## config.mk

```make
export PLATFORM = sky130hd
export DESIGN_NAME = sha_msg_padder
export DESIGN_NICKNAME = d
export VERILOG_FILES = /design/src/rtl/sha_pad_pkg.sv /design/src/rtl/sha_pad_last_word.sv /design/src/rtl/sha_msg_padder.sv
export SDC_FILE = /design/constraint.sdc
export NUM_CORES = 2
export LEC_CHECK = 0
export ABC_AREA = 0
export CORE_AREA = 2 2 421 423
export DETAILED_ROUTE_END_ITERATION = 8
export DIE_AREA = 0 0 423 425
export HOLD_SLACK_MARGIN = 0.03
export PLACE_DENSITY = 0.51
export RECOVER_POWER = 25
export SLEW_MARGIN = 25
export SYNTH_ARGS = -nofsm -noshare
export SYNTH_HDL_FRONTEND = slang
export SYNTH_SLANG_ARGS = --single-unit
export TNS_END_PERCENT = 10
```

## constraint.sdc

```tcl
create_clock -name clk -period 4.8 [get_ports clk]
set_clock_uncertainty 0.2 [all_clocks]
set_input_delay 0.72 -clock clk [delete_from_list [all_inputs] [get_ports clk]]
set_output_delay 0.72 -clock clk [all_outputs]
set_load 0.01 [all_outputs]
```

## src/rtl/sha_pad_pkg.sv

```systemverilog
// Shared constants for the SHA message padder: FSM states, hash-size codes,
// block geometry and the padding marker byte.
package sha_pad_pkg;

  localparam logic [2:0] ST_IDLE  = 3'd0;
  localparam logic [2:0] ST_FILL  = 3'd1;
  localparam logic [2:0] ST_PAD   = 3'd2;
  localparam logic [2:0] ST_LEN   = 3'd3;
  localparam logic [2:0] ST_ISSUE = 3'd4;
  localparam logic [2:0] ST_WAIT  = 3'd5;
  localparam logic [2:0] ST_DONE  = 3'd6;

  localparam logic [1:0] HS_INVALID = 2'b00;
  localparam logic [1:0] HS_256     = 2'b01;
  localparam logic [1:0] HS_384     = 2'b10;
  localparam logic [1:0] HS_512     = 2'b11;

  localparam int unsigned WORDS_256     = 16;
  localparam int unsigned WORDS_512     = 32;
  localparam int unsigned LEN_WORDS_256 = 2;
  localparam int unsigned LEN_WORDS_512 = 4;
  localparam int unsigned IDX_W         = 6;

  localparam logic [7:0] PAD_BYTE = 8'h80;

  function automatic logic [IDX_W-1:0] words_per_block(input logic [1:0] hs);
    return (hs == HS_256) ? IDX_W'(WORDS_256) : IDX_W'(WORDS_512);
  endfunction

  function automatic logic [IDX_W-1:0] len_words(input logic [1:0] hs);
    return (hs == HS_256) ? IDX_W'(LEN_WORDS_256) : IDX_W'(LEN_WORDS_512);
  endfunction

endpackage

```

## src/rtl/sha_pad_last_word.sv

```systemverilog
// Combinational merge of the final message word with the 0x80 marker.
// A full final word cannot hold the marker, so spill_o asks for a 0x80000000 word next.
module sha_pad_last_word
  import sha_pad_pkg::*;
(
  input  logic [31:0] data_i,
  input  logic [2:0]  bytes_i,
  output logic [31:0] word_o,
  output logic        spill_o,
  output logic [2:0]  bytes_o
);

  // Counts above 4 are clamped to a full word.
  always_comb begin
    word_o  = 32'h0;
    spill_o = 1'b0;
    bytes_o = bytes_i;
    case (bytes_i)
      3'd0: word_o = {PAD_BYTE, 24'h0};
      3'd1: word_o = {data_i[31:24], PAD_BYTE, 16'h0};
      3'd2: word_o = {data_i[31:16], PAD_BYTE, 8'h0};
      3'd3: word_o = {data_i[31:8], PAD_BYTE};
      default: begin
        word_o  = data_i;
        spill_o = 1'b1;
        bytes_o = 3'd4;
      end
    endcase
  end

endmodule

```

## src/rtl/sha_msg_padder.sv

```systemverilog
// SHA-256/384/512 message padder: packs a word stream into padded blocks and
// handshakes them one at a time to the hash unit. SHA_PAD_ERR_EN adds pad_err.
module sha_msg_padder
  import sha_pad_pkg::*;
#(
  parameter int unsigned CNT_W = 32
) (
  input  logic          clk,
  input  logic          rst,
  input  logic [1:0]    hash_size,
  input  logic          msg_start,
  input  logic          data_valid,
  output logic          data_ready,
  input  logic [31:0]   data_in,
  input  logic          data_last,
  input  logic [2:0]    data_bytes,
  output logic          sha_start,
  output logic          sha_input_valid,
  output logic [1023:0] sha_win,
  output logic [1:0]    sha_hash_size,
  input  logic          sha_output_valid,
  output logic          busy,
  output logic          msg_done
`ifdef SHA_PAD_ERR_EN
  ,
  output logic          pad_err
`endif
);

  logic [2:0]        state_q, state_d;
  logic [1:0]        hs_q, hs_d;
  logic [CNT_W-1:0]  cnt_q, cnt_d, cnt_nx;
  logic [IDX_W-1:0]  idx_q, idx_d, idx_nx;
  logic [31:0][31:0] win_q, win_d;
  logic              first_q, first_d;
  logic              final_q, final_d;
  logic              extra_q, extra_d;
  logic              spill_q, spill_d;
  logic              start_q, start_d;
  logic              ivalid_q, ivalid_d;
  logic              done_q, done_d;
  logic              busy_q, busy_d;
  logic              ready_q, ready_d;

  logic [31:0]       lw_word;
  logic              lw_spill;
  logic [2:0]        lw_bytes;
  logic [2:0]        add_bytes;
  logic [IDX_W-1:0]  wpb, wlen;
  logic [4:0]        wpos;
  logic [63:0]       bit_len;
  logic              is256;
  logic              fire;

  sha_pad_last_word u_last_word (
    .data_i  (data_in),
    .bytes_i (data_bytes),
    .word_o  (lw_word),
    .spill_o (lw_spill),
    .bytes_o (lw_bytes)
  );

  // Word i of a block lives in the packed slot 15-i (SHA-256) or 31-i.
  assign is256     = (hs_q == HS_256);
  assign wpb       = words_per_block(hs_q);
  assign wlen      = len_words(hs_q);
  assign idx_nx    = idx_q + IDX_W'(1);
  assign wpos      = is256 ? 5'(IDX_W'(15) - idx_q) : 5'(IDX_W'(31) - idx_q);
  assign add_bytes = data_last ? lw_bytes : 3'd4;
  assign cnt_nx    = cnt_q + CNT_W'(add_bytes);
  assign bit_len   = 64'(cnt_q) << 3;
  assign fire      = (state_q == ST_FILL) && data_valid;

  always_comb begin
    state_d = state_q;
    hs_d    = hs_q;
    cnt_d   = cnt_q;
    idx_d   = idx_q;
    win_d   = win_q;
    first_d = first_q;
    final_d = final_q;
    extra_d = extra_q;
    spill_d = spill_q;
    case (state_q)
      ST_IDLE: begin
        if (msg_start && (hash_size != HS_INVALID)) begin
          hs_d    = hash_size;
          cnt_d   = '0;
          idx_d   = '0;
          win_d   = '0;
          first_d = 1'b1;
          final_d = 1'b0;
          extra_d = 1'b0;
          spill_d = 1'b0;
          state_d = ST_FILL;
        end
      end
      ST_FILL: begin
        if (fire) begin
          cnt_d = cnt_nx;
          idx_d = idx_nx;
          if (data_last) begin
            win_d[wpos] = lw_word;
            spill_d     = lw_spill;
            if (idx_nx == wpb) begin
              extra_d = 1'b1;
              state_d = ST_ISSUE;
            end else if (!lw_spill && (idx_nx == wpb - wlen)) begin
              state_d = ST_LEN;
            end else begin
              state_d = ST_PAD;
            end
          end else begin
            win_d[wpos] = data_in;
            if (idx_nx == wpb) state_d = ST_ISSUE;
          end
        end
      end
      // A pending spill word goes first; the length slot is reachable only
      // if we land exactly on it, otherwise fill to the end and add a block.
      ST_PAD: begin
        win_d[wpos] = spill_q ? {PAD_BYTE, 24'h0} : 32'h0;
        spill_d     = 1'b0;
        idx_d       = idx_nx;
        if (idx_nx == wpb) begin
          extra_d = 1'b1;
          state_d = ST_ISSUE;
        end else if (idx_nx == wpb - wlen) begin
          state_d = ST_LEN;
        end
      end
      ST_LEN: begin
        if (!is256) begin
          win_d[3] = 32'h0;
          win_d[2] = 32'h0;
        end
        win_d[1] = bit_len[63:32];
        win_d[0] = bit_len[31:0];
        final_d  = 1'b1;
        state_d  = ST_ISSUE;
      end
      ST_ISSUE: begin
        first_d = 1'b0;
        idx_d   = '0;
        state_d = ST_WAIT;
      end
      ST_WAIT: begin
        if (sha_output_valid) begin
          if (final_q) begin
            state_d = ST_DONE;
          end else if (extra_q) begin
            extra_d = 1'b0;
            state_d = ST_PAD;
          end else begin
            state_d = ST_FILL;
          end
        end
      end
      ST_DONE: state_d = ST_IDLE;
      default: state_d = ST_IDLE;
    endcase

    start_d  = (state_d == ST_ISSUE) && first_q;
    ivalid_d = (state_d == ST_ISSUE);
    done_d   = (state_d == ST_DONE);
    busy_d   = (state_d != ST_IDLE) && (state_d != ST_DONE);
    ready_d  = (state_d == ST_FILL);
  end

  always_ff @(posedge clk or negedge rst) begin
    if (!rst) begin
      state_q  <= ST_IDLE;
      hs_q     <= HS_INVALID;
      cnt_q    <= '0;
      idx_q    <= '0;
      win_q    <= '0;
      first_q  <= 1'b0;
      final_q  <= 1'b0;
      extra_q  <= 1'b0;
      spill_q  <= 1'b0;
      start_q  <= 1'b0;
      ivalid_q <= 1'b0;
      done_q   <= 1'b0;
      busy_q   <= 1'b0;
      ready_q  <= 1'b0;
    end else begin
      state_q  <= state_d;
      hs_q     <= hs_d;
      cnt_q    <= cnt_d;
      idx_q    <= idx_d;
      win_q    <= win_d;
      first_q  <= first_d;
      final_q  <= final_d;
      extra_q  <= extra_d;
      spill_q  <= spill_d;
      start_q  <= start_d;
      ivalid_q <= ivalid_d;
      done_q   <= done_d;
      busy_q   <= busy_d;
      ready_q  <= ready_d;
    end
  end

  assign data_ready      = ready_q;
  assign sha_start       = start_q;
  assign sha_input_valid = ivalid_q;
  assign sha_win         = win_q;
  assign sha_hash_size   = hs_q;
  assign busy            = busy_q;
  assign msg_done        = done_q;

`ifdef SHA_PAD_ERR_EN
  logic err_q, err_d;

  // Sticky until the next accepted start; a wrapped count is detected by the sum going backwards.
  always_comb begin
    err_d = err_q;
    if ((state_q == ST_IDLE) && msg_start) begin
      err_d = (hash_size == HS_INVALID) ? 1'b1 : 1'b0;
      if (hash_size == HS_INVALID) err_d = 1'b1;
    end else if (fire && ((cnt_nx < cnt_q) || (data_last && (data_bytes > 3'd4)))) begin
      err_d = 1'b1;
    end
  end

  always_ff @(posedge clk or negedge rst) begin
    if (!rst) err_q <= 1'b0;
    else      err_q <= err_d;
  end

  assign pad_err = err_q;
`endif

endmodule
```

==> out/results.ini <==
[outcome]
status=finished with violations
violations=capacitance limit, slew limit

[sta]
worst_slack_ns=0.821
fmax_mhz=251
relSlewSlack_pct=-88.1
worst_slew_pin_slew_ns=2.82
fin_setup_tns_ns=0
min_period_ns=3.98
maxSlewViolCount=57
hold_violations=0
rsz0062_at_grt=no
fin_crit_sh_pct=82.9
setup_violations=0

[global_routing]
grt_pass1_wl_microns=292000
antenna_found_initial=9
grt_use_total_pct=22.7
gr-total-overflow=0
grt_pass1_vias=36364
grt_max_degree=122

[yosys]
syn_area_per_cell_sq_um=9.30
ys_async_sr_fraction_pct=100
synth_xor_xnor_area_share_pct=0.559
synth_top_family_by_area=simple AND/OR/NAND/NOR gates
synthCells=4690
syn_nets=4741
ys_ff_latch=1076
synth_top_area_share_pct=61.7
ys.flop_type=dfrtp_1
synth_simple_gate_area_share_pct=19.1
synth_area_leader_cell=dfrtp_1
ys_warn_count=0
synth_fa_ha_area_share_pct=0.247
synth_mux_area_share_pct=0.138
yosys-top-cells-area=dfrtp_1 (62%), nor2_1 (15%), a21oi_1 (10%)
synth-edff-count=0
netlist_area_sq_um=43600
synth_cell_type_count=71
ys_seq_area_share_pct=61.7
synth_compound_area_share_pct=14.3

[route]
drtAntennaViolNets=0
vias=38662
wire_per_inst_microns=26.1
drt_iter0_drc=3547
totalWireLength_microns=210000
avgViaCountPerCell=4.80
drt_pass1_iterations=5
remaining_drc_errors=0

[clocking]
postCtsResizedCells=0
clock_sinks=1076
postCtsSetupRepairBufs=0
cts_tree=yes
clockBufferDepth=3
cts-root-buf=clkbuf_16
clkTransAtPathRegs_ns=0.06
cts_buffers=130
clock_latency_ns=0.79
htreeDepth=4

[setup_path]
critPathRequiredTime_ns=5.33
critPathLaunchType=input pin
worstSetupEndpointType=asynchronous set/reset pin
cp_max_fo=64
arrival_ns=4.51
crit_type=input pin to asynchronous set/reset pin

[finish]
post-route-cell-area_sq_um=61700
final_common_cell=nor2_1
drive_above_1_share_pct=7.12
mostFrequentLayoutCells=nor2_1 (1,792), dfrtp_1 (1,076), clkdlybuf4s50_1 (1,072), a21oi_1 (901), clkbuf_16 (131)
fillers=17838
syn_to_final_growth_pct=41.5
stdcell_count=8055
nNetsFinal=5658

[placement]
dp_slack_ns=0.642
placed_area_sq_um=57400
gp_congestion=0.844
dp_cells=7809
dpl.hpwl_microns=139000
port_buffers=1073

[die]
initial_core_util_pct=24.9
die-area_sq_um=180000
die_h_microns=425
row_count=154
die_x_microns=423
io_pins=1074
core_area_sq_um=175000

[min_path]
hold_path_class=register to register

[power]
power_density_nw_per_um2=457
irDropWorstVdd_uv=361
p_leak_nw=27.4

[job]
drv_cap=1

-- Yosys cell counts (9+ instances only) --
library cell  count
a32o_1           13
and3_1            9
nor2_1         1794
o2bb2ai_1       105
clkbuf_1        349
xnor2_1          11
o21ai_0          55
nand4_4          19
a21oi_1         902
inv_1            10
dfrtp_1        1076
buf_2            51
buf_1             9
nand2_1          73
nand3_1          47
-- worst paths after layout --
| path | slack, ns | endpoint | depth (start not counted) | start |
|---|---|---|---|---|
| hold reg to reg | 0.29 | sha_win[12] | 1 | sha_win[12] |
| setup reg to reg | 0.94 | sha_win[514] | 8 | state_q[2] |
| setup / recovery | 0.82 | sha_win[411] | 3 | rst |
| hold / removal | 0.29 | sha_win[12] | 1 | sha_win[12] |
| max in group clk | 0.94 | sha_win[514] | 8 | state_q[2] |
| min in group asynchronous | 1.13 | sha_win[886] | 2 | rst |
-- sequential cells by signal, indices dropped and copies added, names as in the netlist --
register         cells
sha_start            1
extra_q              1
first_q              1
final_q              1
idx_q                6
msg_done             1
data_ready           1
state_q              3
busy                 1
sha_win           1024
sha_input_valid      1
sha_hash_size        2
cnt_q               32
spill_q              1
-- timing repair --
action / in CTS / in global routing
hold buffers: 1 / 0
hold endpoints to repair: 42 / 0
setup endpoints to repair: 0 / 0
-- critical path: stages --
cell	delay, ns
dlygate4sd3_1	0.52
clkbuf_2	1.91
clkbuf_2	1.17
-- report_power, final --
part	leakage [nW]	internal, W	switching [W]
sequential	15.0	0.00967	0.000412
clock	2.08	0.00570	0.00424
combinational	10.3	0.00210	0.00608
total	27.4	0.0175	0.0107
-- logic make-up (layout without fill, tap and decap cells) --
family / Yosys count / after routing
other: 0 / 11
buffers and inverters: 431 / 1445
muxes: 6 / 6
xor gates and xnor gates: 22 / 22
adders and majority gates: 8 / 8
and+or+nand+nor: 2021 / 2021
DFF: 1076 / 1076
AOI/OAI and AO/OA: 1126 / 1126
-- area by class of cell --
cell class	instances	area, sq um	area share [%]
Antenna cell	11	27.5	0.0446
Timing Repair Buffer	1205	12300	19.8
Clock inverter	39	492	0.797
Multi-Input combinational cell	3183	15300	24.8
Tap cell	2340	2930	4.74
Sequential cell	1076	26900	43.6
Inverter	11	41.3	0.0669
Clock buffer	190	3750	6.07
-- per-stage QoR --
step	utilization [%]	power (W)	hold slack, ns
detailed placement	32.7	0.0185	0.273
finish	35.2	0.0282	0.287
global placement	32.7	0.0184	0.271
floorplan	-	0.0136	0.224
global route	35.2	0.0292	0.296
CTS	35.2	0.0285	0.232
-- layer usage --
layer,global-route usage [%],routed length [microns]
met2,38.8,105000
met3,5.12,13900
met5,0,0
met1,26.9,80300
met4,11.4,11100
Power figures use the tool's default switching activity.
